--- src/rtl/reg_bank_pkg.sv ---
// reg_bank_pkg
// Shared definitions for the reg_bank register block: bus op encoding,
// register index map, CTRL/STATUS bit positions and the default ID value.
// No ports.
package reg_bank_pkg;

    typedef enum logic [1:0] {
        OP_NOP   = 2'b00,
        OP_READ  = 2'b01,
        OP_WRITE = 2'b10,
        OP_RSVD  = 2'b11
    } reg_op_e;

    // Register indices (word index, not byte address)
    localparam int unsigned ADDR_ID       = 32'h00;
    localparam int unsigned ADDR_CTRL     = 32'h01;
    localparam int unsigned ADDR_STATUS   = 32'h02;
    localparam int unsigned ADDR_COUNT    = 32'h03;
    localparam int unsigned ADDR_SCRATCH0 = 32'h10;

    // CTRL bit positions
    localparam int CTRL_CNT_EN_BIT  = 0;
    localparam int CTRL_CNT_CLR_BIT = 1;

    // STATUS bit positions
    localparam int STATUS_ERR_BIT    = 0;
    localparam int STATUS_CNT_EN_BIT = 1;

    localparam logic [31:0] DEFAULT_ID_VALUE = 32'hDE57_0001;

endpackage : reg_bank_pkg

--- src/rtl/reg_bank_counter.sv ---
// reg_bank_counter
// Free-running cycle counter for reg_bank: increments while enabled,
// synchronous clear that takes priority over increment, silent wrap.
// Ports:
//   clk   - clock, rising edge
//   rst   - asynchronous reset, active-low
//   en    - count enable
//   clr   - synchronous clear (wins over en)
//   count - current counter value
module reg_bank_counter #(
    parameter int DATA_W = 32
) (
    input  logic              clk,
    input  logic              rst,
    input  logic              en,
    input  logic              clr,
    output logic [DATA_W-1:0] count
);

    always_ff @(posedge clk or negedge rst) begin
        if (!rst) begin
            count <= '0;
        end else if (clr) begin
            count <= '0;
        end else if (en) begin
            count <= count + DATA_W'(1);
        end
    end

endmodule : reg_bank_counter

--- src/rtl/reg_bank.sv ---
// reg_bank
// Memory-mapped register bank behind a single-cycle op-coded register bus.
// Registers: ID (RO), CTRL, STATUS (sticky W1C ERR + CNT_EN mirror),
// COUNT (RO cycle counter) and NUM_SCRATCH full-width scratch registers
// starting at index 0x10.
// Build option: define REG_BANK_COUNTER_EN to generate the cycle counter and
// the CTRL CNT_EN/CNT_CLR bits; without it COUNT reads 0 and CTRL reads 0.
// Ports:
//   clk       - clock, rising edge
//   rst       - asynchronous reset, active-low
//   reg_op    - 00 NOP, 01 READ, 10 WRITE, 11 reserved (sets ERR)
//   reg_addr  - register index
//   reg_wdata - write data
//   reg_rdata - registered read data, updated only by READ
module reg_bank
    import reg_bank_pkg::*;
#(
    parameter int                DATA_W      = 32,
    parameter int                ADDR_W      = 8,
    parameter int                NUM_SCRATCH = 4,
    parameter logic [DATA_W-1:0] ID_VALUE    = DATA_W'(DEFAULT_ID_VALUE)
) (
    input  logic              clk,
    input  logic              rst,
    input  logic [1:0]        reg_op,
    input  logic [ADDR_W-1:0] reg_addr,
    input  logic [DATA_W-1:0] reg_wdata,
    output logic [DATA_W-1:0] reg_rdata
);

    localparam int IDX_W = (NUM_SCRATCH > 1) ? $clog2(NUM_SCRATCH) : 1;

    localparam logic [ADDR_W-1:0] A_ID      = ADDR_W'(ADDR_ID);
    localparam logic [ADDR_W-1:0] A_CTRL    = ADDR_W'(ADDR_CTRL);
    localparam logic [ADDR_W-1:0] A_STATUS  = ADDR_W'(ADDR_STATUS);
    localparam logic [ADDR_W-1:0] A_COUNT   = ADDR_W'(ADDR_COUNT);
    localparam logic [ADDR_W-1:0] A_SCR0    = ADDR_W'(ADDR_SCRATCH0);
    // One bit wider so the end bound cannot wrap for large NUM_SCRATCH
    localparam logic [ADDR_W:0]   A_SCR_END = (ADDR_W+1)'(ADDR_SCRATCH0 + NUM_SCRATCH);

    reg_op_e           op_p0;
    logic              is_read_p0;
    logic              is_write_p0;
    logic              in_scratch_p0;
    logic [ADDR_W-1:0] scr_off_p0;
    logic [IDX_W-1:0]  scr_idx_p0;
    logic              mapped_p0;
    logic [DATA_W-1:0] rd_val_p0;
    logic              wr_status_p0;
    logic              wr_scratch_p0;
    logic              err_set_p0;
    logic              err_clr_p0;

    logic              err;
    logic [DATA_W-1:0] scratch [NUM_SCRATCH];
    logic              cnt_en;
    logic [DATA_W-1:0] count;

    // ---- stage p0: decode of the op presented this cycle ----
    assign op_p0       = reg_op_e'(reg_op);
    assign is_read_p0  = (op_p0 == OP_READ);
    assign is_write_p0 = (op_p0 == OP_WRITE);

    assign scr_off_p0    = reg_addr - A_SCR0;
    assign scr_idx_p0    = scr_off_p0[IDX_W-1:0];
    assign in_scratch_p0 = (reg_addr >= A_SCR0) && ({1'b0, reg_addr} < A_SCR_END);

    // Read mux doubles as the address-map decoder: mapped_p0 drops for any
    // index that has no register behind it.
    always_comb begin
        rd_val_p0 = '0;
        mapped_p0 = 1'b1;
        case (reg_addr)
            A_ID:     rd_val_p0 = ID_VALUE;
            A_CTRL:   rd_val_p0[CTRL_CNT_EN_BIT] = cnt_en;
            A_STATUS: begin
                rd_val_p0[STATUS_ERR_BIT]    = err;
                rd_val_p0[STATUS_CNT_EN_BIT] = cnt_en;
            end
            A_COUNT:  rd_val_p0 = count;
            default: begin
                if (in_scratch_p0) begin
                    rd_val_p0 = scratch[scr_idx_p0];
                end else begin
                    mapped_p0 = 1'b0;
                end
            end
        endcase
    end

    assign wr_status_p0  = is_write_p0 && (reg_addr == A_STATUS);
    assign wr_scratch_p0 = is_write_p0 && in_scratch_p0;

    assign err_set_p0 = (op_p0 == OP_RSVD) || ((is_read_p0 || is_write_p0) && !mapped_p0);
    assign err_clr_p0 = wr_status_p0 && reg_wdata[STATUS_ERR_BIT];

    // ---- stage p1: registered state and read data ----
    // A new error beats a simultaneous write-1-to-clear.
    always_ff @(posedge clk or negedge rst) begin
        if (!rst) begin
            err <= 1'b0;
        end else begin
            err <= err_set_p0 | (err & ~err_clr_p0);
        end
    end

    // Read data holds across NOP/WRITE; unmapped reads return rd_val_p0 = 0.
    always_ff @(posedge clk or negedge rst) begin
        if (!rst) begin
            reg_rdata <= '0;
        end else if (is_read_p0) begin
            reg_rdata <= rd_val_p0;
        end
    end

    always_ff @(posedge clk or negedge rst) begin
        if (!rst) begin
            for (int i = 0; i < NUM_SCRATCH; i++) begin
                scratch[i] <= '0;
            end
        end else if (wr_scratch_p0) begin
            scratch[scr_idx_p0] <= reg_wdata;
        end
    end

`ifdef REG_BANK_COUNTER_EN
    logic wr_ctrl_p0;
    logic cnt_clr_p0;

    assign wr_ctrl_p0 = is_write_p0 && (reg_addr == A_CTRL);
    // CNT_CLR is a pulse derived from the write itself; it is never stored,
    // so CTRL bit1 always reads 0.
    assign cnt_clr_p0 = wr_ctrl_p0 && reg_wdata[CTRL_CNT_CLR_BIT];

    always_ff @(posedge clk or negedge rst) begin
        if (!rst) begin
            cnt_en <= 1'b0;
        end else if (wr_ctrl_p0) begin
            cnt_en <= reg_wdata[CTRL_CNT_EN_BIT];
        end
    end

    reg_bank_counter #(
        .DATA_W (DATA_W)
    ) u_counter (
        .clk   (clk),
        .rst   (rst),
        .en    (cnt_en),
        .clr   (cnt_clr_p0),
        .count (count)
    );
`else
    // No counter: COUNT and the CTRL/STATUS enable bits are tied off.
    assign cnt_en = 1'b0;
    assign count  = '0;
`endif

endmodule : reg_bank

--- config.mk ---
export PLATFORM = sky130hd
export DESIGN_NAME = reg_bank
export DESIGN_NICKNAME = d
export VERILOG_FILES = /design/src/rtl/reg_bank_pkg.sv /design/src/rtl/reg_bank_counter.sv /design/src/rtl/reg_bank.sv
export SDC_FILE = /design/constraint.sdc
export NUM_CORES = 1
export LEC_CHECK = 0
export CORE_ASPECT_RATIO = 1.75
export CORE_MARGIN = 5
export CORE_UTILIZATION = 35
export CTS_BUF_LIST = sky130_fd_sc_hd__clkbuf_16
export CTS_CLUSTER_SIZE = 8
export DETAILED_ROUTE_END_ITERATION = 8
export PLACE_DENSITY = 0.63
export SYNTH_ARGS = -nofsm -noshare
export SYNTH_HDL_FRONTEND = slang
export SYNTH_SLANG_ARGS = --single-unit
export TNS_END_PERCENT = 20
--- constraint.sdc ---
create_clock -name clk -period 1 [get_ports clk]
set_input_delay 0.25 -clock clk [delete_from_list [all_inputs] [get_ports clk]]
set_output_delay 0.25 -clock clk [all_outputs]
set_load 0.02 [all_outputs]
==> reports/metrics.yaml, run 1 <==
critical_path:
  crit_path_start_kind: "primary input"
  cp_data_required_time_ps: 1300
  worstSetupStartpoint: "reg_addr[2]"
  data_arrival_time_of_the_worst_path_ps: 1610
  path_class: "in -> reg"
  origin_of_the_critical_flop_to_flop_path: "scratch[127]"
  critical_path_end_type: "register"
  crit_path_max_fanout: 7
route:
  vias: 4468
  drc: 0
  finalWirelength_mm: 18.0
  number_of_design_rule_violations_left_by_the_first_detailed_router_iteration: 212
  routedWlPerCell_um: 18.9
  drt_pre_antenna_iters: 4
  via_per_inst: 4.69
  ant_nets: 0
sta:
  final_period_minus_worst_setup_slack_ps: 1310
  timing_worst_slew_pin_value_ps: 465
  setup_viol: 193
  timing_hold_violations_final: 0
  worst_slack_ps: -311
  fmaxAchievable_mhz: 763
  final.period_utilization: 1.31
  report.final.slew_viol_count: 0
  rsz_0062_raised_after_global_routing: "yes"
  relSlewSlack: 0.690
  skew_ps: 6.99
die:
  placeableCoreArea_mm2: 0.0214
  die_height_um: 204
  dieArea_mm2: 0.0247
  floorplan.initialDensity: 0.353
  die_w_um: 121
  boundaryPins: 76
  fp-row-count: 71
yosys:
  post_synth_and_or_nand_nor_area_fraction: 0.0242
  post-synth-top-area-fraction: 0.533
  synth_top_family_by_area: "multiplexers"
  synth.largest_area_cell: "sky130_fd_sc_hd__dfrtp_1"
  synth_cell_type_count: 27
  synth_common_cells: "sky130_fd_sc_hd__dfrtp_1 (161), sky130_fd_sc_hd__mux2_4 (120), sky130_fd_sc_hd__inv_1 (65)"
  synth_compound_area_frac: 0.0323
  sequential_element_share_of_the_synthesized_area: 0.533
  synth_most_common_cell: "sky130_fd_sc_hd__dfrtp_1"
  synth_xor_xnor_area_share: 0
  synth.avg_cell_area_um2: 16.2
  syn_nets: 514
  dominantRegCellSynth: "sky130_fd_sc_hd__dfrtp_1"
  mux_cell_area_share_after_synthesis: 0.346
  synth_enable_flop_cells: 0
  async_reset_ff_frac: 1.00
  synth.area.top_cells: "sky130_fd_sc_hd__dfrtp_1 (53%), sky130_fd_sc_hd__mux2_4 (24%), sky130_fd_sc_hd__mux4_2 (9.5%)"
  post_synth_fa_ha_maj_area_fraction: 0.00497
  synthCells: 467
  synth_seq_cells: 161
  count_of_warnings_emitted_by_yosys: 0
  syn_area_mm2: 0.00755
cts:
  clock-root-buffer: "sky130_fd_sc_hd__clkbuf_16"
  cts_max_level: 4
  cts_made_buffers: 17
  insertion_delay_ps: 420
  clk_pin_slew_worst_paths_ps: 60
  cts.path.max_buffers: 2
  clock-sinks: 161
  tritoncts: "done"
cells_and_area:
  stdcell_count: 952
  nNetsFinal: 694
  syn2layout_area_growth_pct: 38.3
  final_layout_size_suffix_gt1_frac: 0.577
  antenna_cells_inserted: 0
  layout.cell_area.non_filler_mm2: 0.0104
  fillCellCount: 1786
power:
  power-per-cell-area_mw_per_mm2: 1400
  ir_drop_mv: 1.17
  p_leak_nw: 5.30
hold_path:
  worst_hold_path_type: "in -> async"
placed_design:
  post_dp_cell_area_mm2: 0.00938
  detailed_place_hpwl_mm: 12.0
  gp_congestion: 0.751
  post-place-cells: 897
  place.port_buffers: 75
grt:
  global_route.overflow_total: 0
  grt_pass1_wl_mm: 29.7
  antenna_found_initial: 0
  grt_max_degree: 45
  first_global_vias: 5284
  grt_use_total: 0.156
run_status:
  status: "complete, but fails checks"
  violations: "negative setup slack"
job:
  maxCapViolCount: 0
## what timing repair did
| item | in CTS | in global routing |
|---|---|---|
| gates cloned | 4 | 0 |
| gates resized for setup | 226 | 20 |
| endpoints found under the setup margin | 193 | 193 |
| hold buffers | 1 | 0 |
| hold endpoints to repair | 161 | 0 |
| pin swaps | 12 | 7 |
| setup buffers | 18 | 0 |
## registers in the layout (all words and copies together) (netlist names)
signal     cells
err            1
reg_rdata     32
scratch      128
## report_power, final
| part | total [W] | switching (W) | internal, W |
|---|---|---|---|
| combinational | 0.00116 | 0.000510 | 0.000650 |
| clock | 0.00672 | 0.00276 | 0.00396 |
| sequential | 0.00674 | 0.0000814 | 0.00665 |
## per-stage QoR
| step | utilization | TNS, ps | hold slack [ps] | power (W) | worst slack (ps) |
|---|---|---|---|---|---|
| after floorplan | - | -78850 | -45.6 | 0.00730 | -539 |
| after global placement | 0.438 | -167100 | 108 | 0.00793 | -1080 |
| after detailed placement | 0.438 | -168160 | 108 | 0.00797 | -1100 |
| after CTS | 0.484 | -40000 | 227 | 0.0148 | -288 |
| after global routing | 0.488 | -46910 | 244 | 0.0152 | -320 |
| final | 0.488 | -40950 | 237 | 0.0146 | -311 |
## worst max-delay path, stage by stage
cell and delay [ps]:
sky130_fd_sc_hd__buf_6 100, sky130_fd_sc_hd__nor3_4 240, sky130_fd_sc_hd__buf_12 150, sky130_fd_sc_hd__buf_12 100, sky130_fd_sc_hd__nand4_4 140, sky130_fd_sc_hd__buf_12 190, sky130_fd_sc_hd__buf_12 140, sky130_fd_sc_hd__mux2_4 300
## final cells by class
cell class                 count  area (um2)  share of cell area
clock buffer                  17         425              0.0407
tap                          292         365              0.0350
multi-input combinational    213        3210               0.307
timing repair buffer         189        1990               0.191
inverter                      65         244              0.0234
sequential                   161        4030               0.386
clock inverter                15         181              0.0174
## layout by cell type, fill, tap and decap left out, types with 2 or more instances in the layout
master,netlist,layout
sky130_fd_sc_hd__o221ai_1,11,6
sky130_fd_sc_hd__clkbuf_16,0,17
sky130_fd_sc_hd__clkinv_1,0,2
sky130_fd_sc_hd__buf_12,0,24
sky130_fd_sc_hd__buf_2,4,10
sky130_fd_sc_hd__buf_6,12,35
sky130_fd_sc_hd__bufinv_16,0,3
sky130_fd_sc_hd__clkinv_4,0,3
sky130_fd_sc_hd__clkinvlp_4,0,2
sky130_fd_sc_hd__buf_4,1,83
sky130_fd_sc_hd__inv_2,0,9
sky130_fd_sc_hd__mux2_4,120,120
sky130_fd_sc_hd__o221ai_2,0,5
sky130_fd_sc_hd__mux2_2,8,8
sky130_fd_sc_hd__o22ai_2,0,10
sky130_fd_sc_hd__inv_6,0,3
sky130_fd_sc_hd__mux4_2,32,32
sky130_fd_sc_hd__nand4b_4,2,2
sky130_fd_sc_hd__inv_1,65,56
sky130_fd_sc_hd__buf_16,0,3
sky130_fd_sc_hd__dfrtp_1,161,161
sky130_fd_sc_hd__clkdlybuf4s50_1,0,32
sky130_fd_sc_hd__nand4_4,2,2
sky130_fd_sc_hd__o22ai_1,20,10
sky130_fd_sc_hd__nand4_1,3,3
## final timing paths
kind | end | slack [ps] | depth (start not counted)
max | scratch[14] | -310 | 8
min | reg_rdata[1] | 240 | 2
max reg2reg | reg_rdata[31] | -170 | 3
min reg2reg | scratch[31] | 500 | 1
max in group asynchronous | reg_rdata[19] | 270 | 3
min in group clk | err | 320 | 4
## cells by family after synthesis
logic type | count (synthesis)
mux | 160
simple gates | 16
flops | 161
buf+inv | 93
fa+ha+maj | 3
compound gates | 34
## routing by layer
metal	share of wire	GRT usage
met1	0.40	0.184
met3	0.035	0.0307
met4	0.014	0.0506
met5	0	0
met2	0.55	0.281
No activity file was read; power rests on OpenSTA's default activity.
==> run 2, diff against run 1 <==
- CORE_UTILIZATION: 35 -> 40
- GPL_ROUTABILITY_DRIVEN: unset -> 1
- PLACE_DENSITY: 0.63 -> 0.7
==> run 2 against run 1 <==
Compared with the run above:
- clock skew increased by 3.8 ps
- utilization rose by 7.1 points
- total power shrank 2.0%
- largest cell class unchanged
- clock-buffer cell count stayed put
- the run still ends with negative setup slack left
- die area is 12% lower
- wire length is 1.5% lower
- non-clock buffer count up 9
- combinational power about the same
- cell count is 4.7% lower
==> reports/metrics.yaml, run 2 (synthesis gave the netlist of run 1 again) <==
cts:
  cts.path.max_buffers: 2
  cts_made_buffers: 17
  cts_max_level: 4
  clock-root-buffer: "sky130_fd_sc_hd__clkbuf_16"
  tritoncts: "done"
  clock-sinks: 161
  insertion_delay_ps: 430
  clk_pin_slew_worst_paths_ps: 80
die:
  dieArea_mm2: 0.0218
  die_w_um: 114
  boundaryPins: 76
  fp-row-count: 66
  floorplan.initialDensity: 0.407
  placeableCoreArea_mm2: 0.0186
  die_height_um: 192
critical_path:
  data_arrival_time_of_the_worst_path_ps: 1020
  timing.critical_path.buf_inv: 1
  critical_path_end_type: "primary output"
  timing.critical_path.to: "reg_rdata[29]"
  max_stage_delay_ps: 440
  critical-path-slowest-cell: "sky130_fd_sc_hd__dfrtp_1"
  cell_chain_critical_path: "buf_6"
  crit_path_max_fanout: 2
  r2r_end: "reg_rdata[20]"
  cp_data_required_time_ps: 750
  family_with_the_most_delay_on_the_worst_path: "flip-flops"
  worstSetupStartpoint: "reg_rdata[29]"
  origin_of_the_critical_flop_to_flop_path: "scratch[20]"
  path_class: "reg -> out"
  worst_case_register_to_register_setup_slack_ps: -180
  crit_path_start_kind: "register"
  worst-path-stages: 1
  timing.reg2reg.worst_path_depth: 3
power:
  psw_w: 0.00349
  share_comb_of_total_power: 0.082
  switching_share: 0.244
  p_leak_nw: 5.32
  power-per-cell-area_mw_per_mm2: 1380
  p_int_w: 0.0108
  ir_drop_mv: 0.834
  pwr-share-clk: 0.447
  seq_power_share: 0.470
placed_design:
  detailed_place_hpwl_mm: 12.0
  place.port_buffers: 75
  dp_worst_setup_slack_ps: -1030
  gp_congestion: 0.786
  post-place-cells: 848
  post_dp_cell_area_mm2: 0.00935
cells_and_area:
  final_common_cell: "sky130_fd_sc_hd__dfrtp_1"
  nNetsFinal: 703
  largest-register: "scratch"
  most-common-layout-cells: "sky130_fd_sc_hd__dfrtp_1 (161), sky130_fd_sc_hd__mux2_4 (120), sky130_fd_sc_hd__buf_4 (96), sky130_fd_sc_hd__buf_6 (41), sky130_fd_sc_hd__inv_1 (38)"
  stdcell_count: 907
  syn2layout_area_growth_pct: 37.4
  largest_reg_flops: 128
  layout.cell_area.non_filler_mm2: 0.0104
  antenna_cells_inserted: 0
  reg.largest.list: "scratch (128), reg_rdata (32), err (1)"
  final_layout_size_suffix_gt1_frac: 0.619
sta:
  relSlewSlack: 0.818
  final_period_minus_worst_setup_slack_ps: 1270
  skew_ps: 10.8
  report.final.slew_viol_count: 0
  fmaxAchievable_mhz: 785
  finalSetupTns_ps: -28480
  worst_slack_ps: -274
  timing_hold_violations_final: 0
  rsz_0062_raised_after_global_routing: "yes"
  timing_worst_slew_pin_value_ps: 274
  setup_viol: 192
  final.period_utilization: 1.27
grt:
  grt_pass1_wl_mm: 28.4
  first_global_vias: 5149
  grt_max_degree: 53
  grt_use_total: 0.168
  antenna_found_initial: 0
  global_route.overflow_total: 0
route:
  vias: 4572
  number_of_design_rule_violations_left_by_the_first_detailed_router_iteration: 200
  ant_nets: 0
  via_per_inst: 5.04
  drt_pre_antenna_iters: 4
  routedWlPerCell_um: 19.6
  finalWirelength_mm: 17.8
  drc: 0
job:
  maxCapViolCount: 0
run_status:
  status: "complete, but fails checks"
  violations: "negative setup slack"
hold_path:
  worst_hold_path_type: "in -> async"
## run 2: cell count changes in the layout (fill, tap and decap cells not counted), sizes merged
cell | before | now
clkinv | 6 | 7
inv | 69 | 71
clkinvlp | 2 | 1
buf | 155 | 164
bufinv | 3 | 1
## run 2: repair_timing
action | 4_1_cts | 5_1_grt
gates resized for setup | 270 | 22
endpoints found under the hold margin | 161 | 0
setup buffers | 16 | 9
setup endpoints to repair | 193 | 193
gates cloned | 3 | 0
hold buffers | 1 | 0
pin swaps | 9 | 3
## run 2: stage by stage
stage / power [W] / hold slack [ps] / utilization
6_report: 0.0143 / 229 / 0.559
5_1_grt: 0.0148 / 221 / 0.559
4_1_cts: 0.0144 / 223 / 0.553
3_5_place_dp: 0.00799 / 99.9 / 0.503
3_3_place_gp: 0.00795 / 96.7 / 0.503
2_1_floorplan: 0.00730 / -45.6 / -
## run 2: area by class of cell
class                           count  area (um2)
Multi-Input combinational cell    213        3230
Clock inverter                     15         153
Fill cell                        1452        8200
Clock buffer                       17         425
Inverter                           65         246
Tap cell                          238         298
Sequential cell                   161        4030
Timing Repair Buffer              198        2000
## run 2: power groups by stage
stage	clock, W	combinational [W]	sequential (W)
3_5_place_dp	0	0.00114	0.00685
2_1_floorplan	0	0.000473	0.00683
5_1_grt	0.00680	0.00127	0.00675
4_1_cts	0.00651	0.00118	0.00673
6_report	0.00641	0.00118	0.00674
3_3_place_gp	0	0.00111	0.00684
## run 2: layer usage
layer	GRT usage	vias to the layer above	routed length, um
met3	0.0347	20	569
met5	0	-	0
met2	0.307	87	9820
met1	0.196	2412	6980
met4	0.0540	0	395
li1	-	2053	-
## run 2: worst min-delay path by stage
| stage | startpoint | to | slack, ps | cells past startpoint |
|---|---|---|---|---|
| after floorplan | rst | err | -50 | 0 |
| after global placement | rst | reg_rdata[10] | 100 | 1 |
| after detailed placement | rst | reg_rdata[1] | 100 | 1 |
| after CTS | rst | reg_rdata[17] | 220 | 2 |
| after global routing | rst | reg_rdata[17] | 220 | 2 |
| final | rst | reg_rdata[10] | 230 | 2 |
==> run 3, diff against run 2 <==
- CAP_MARGIN: unset -> 10
==> results of run 3 <==
No change in the layout: final DEF, timing and power equal those of run 2.
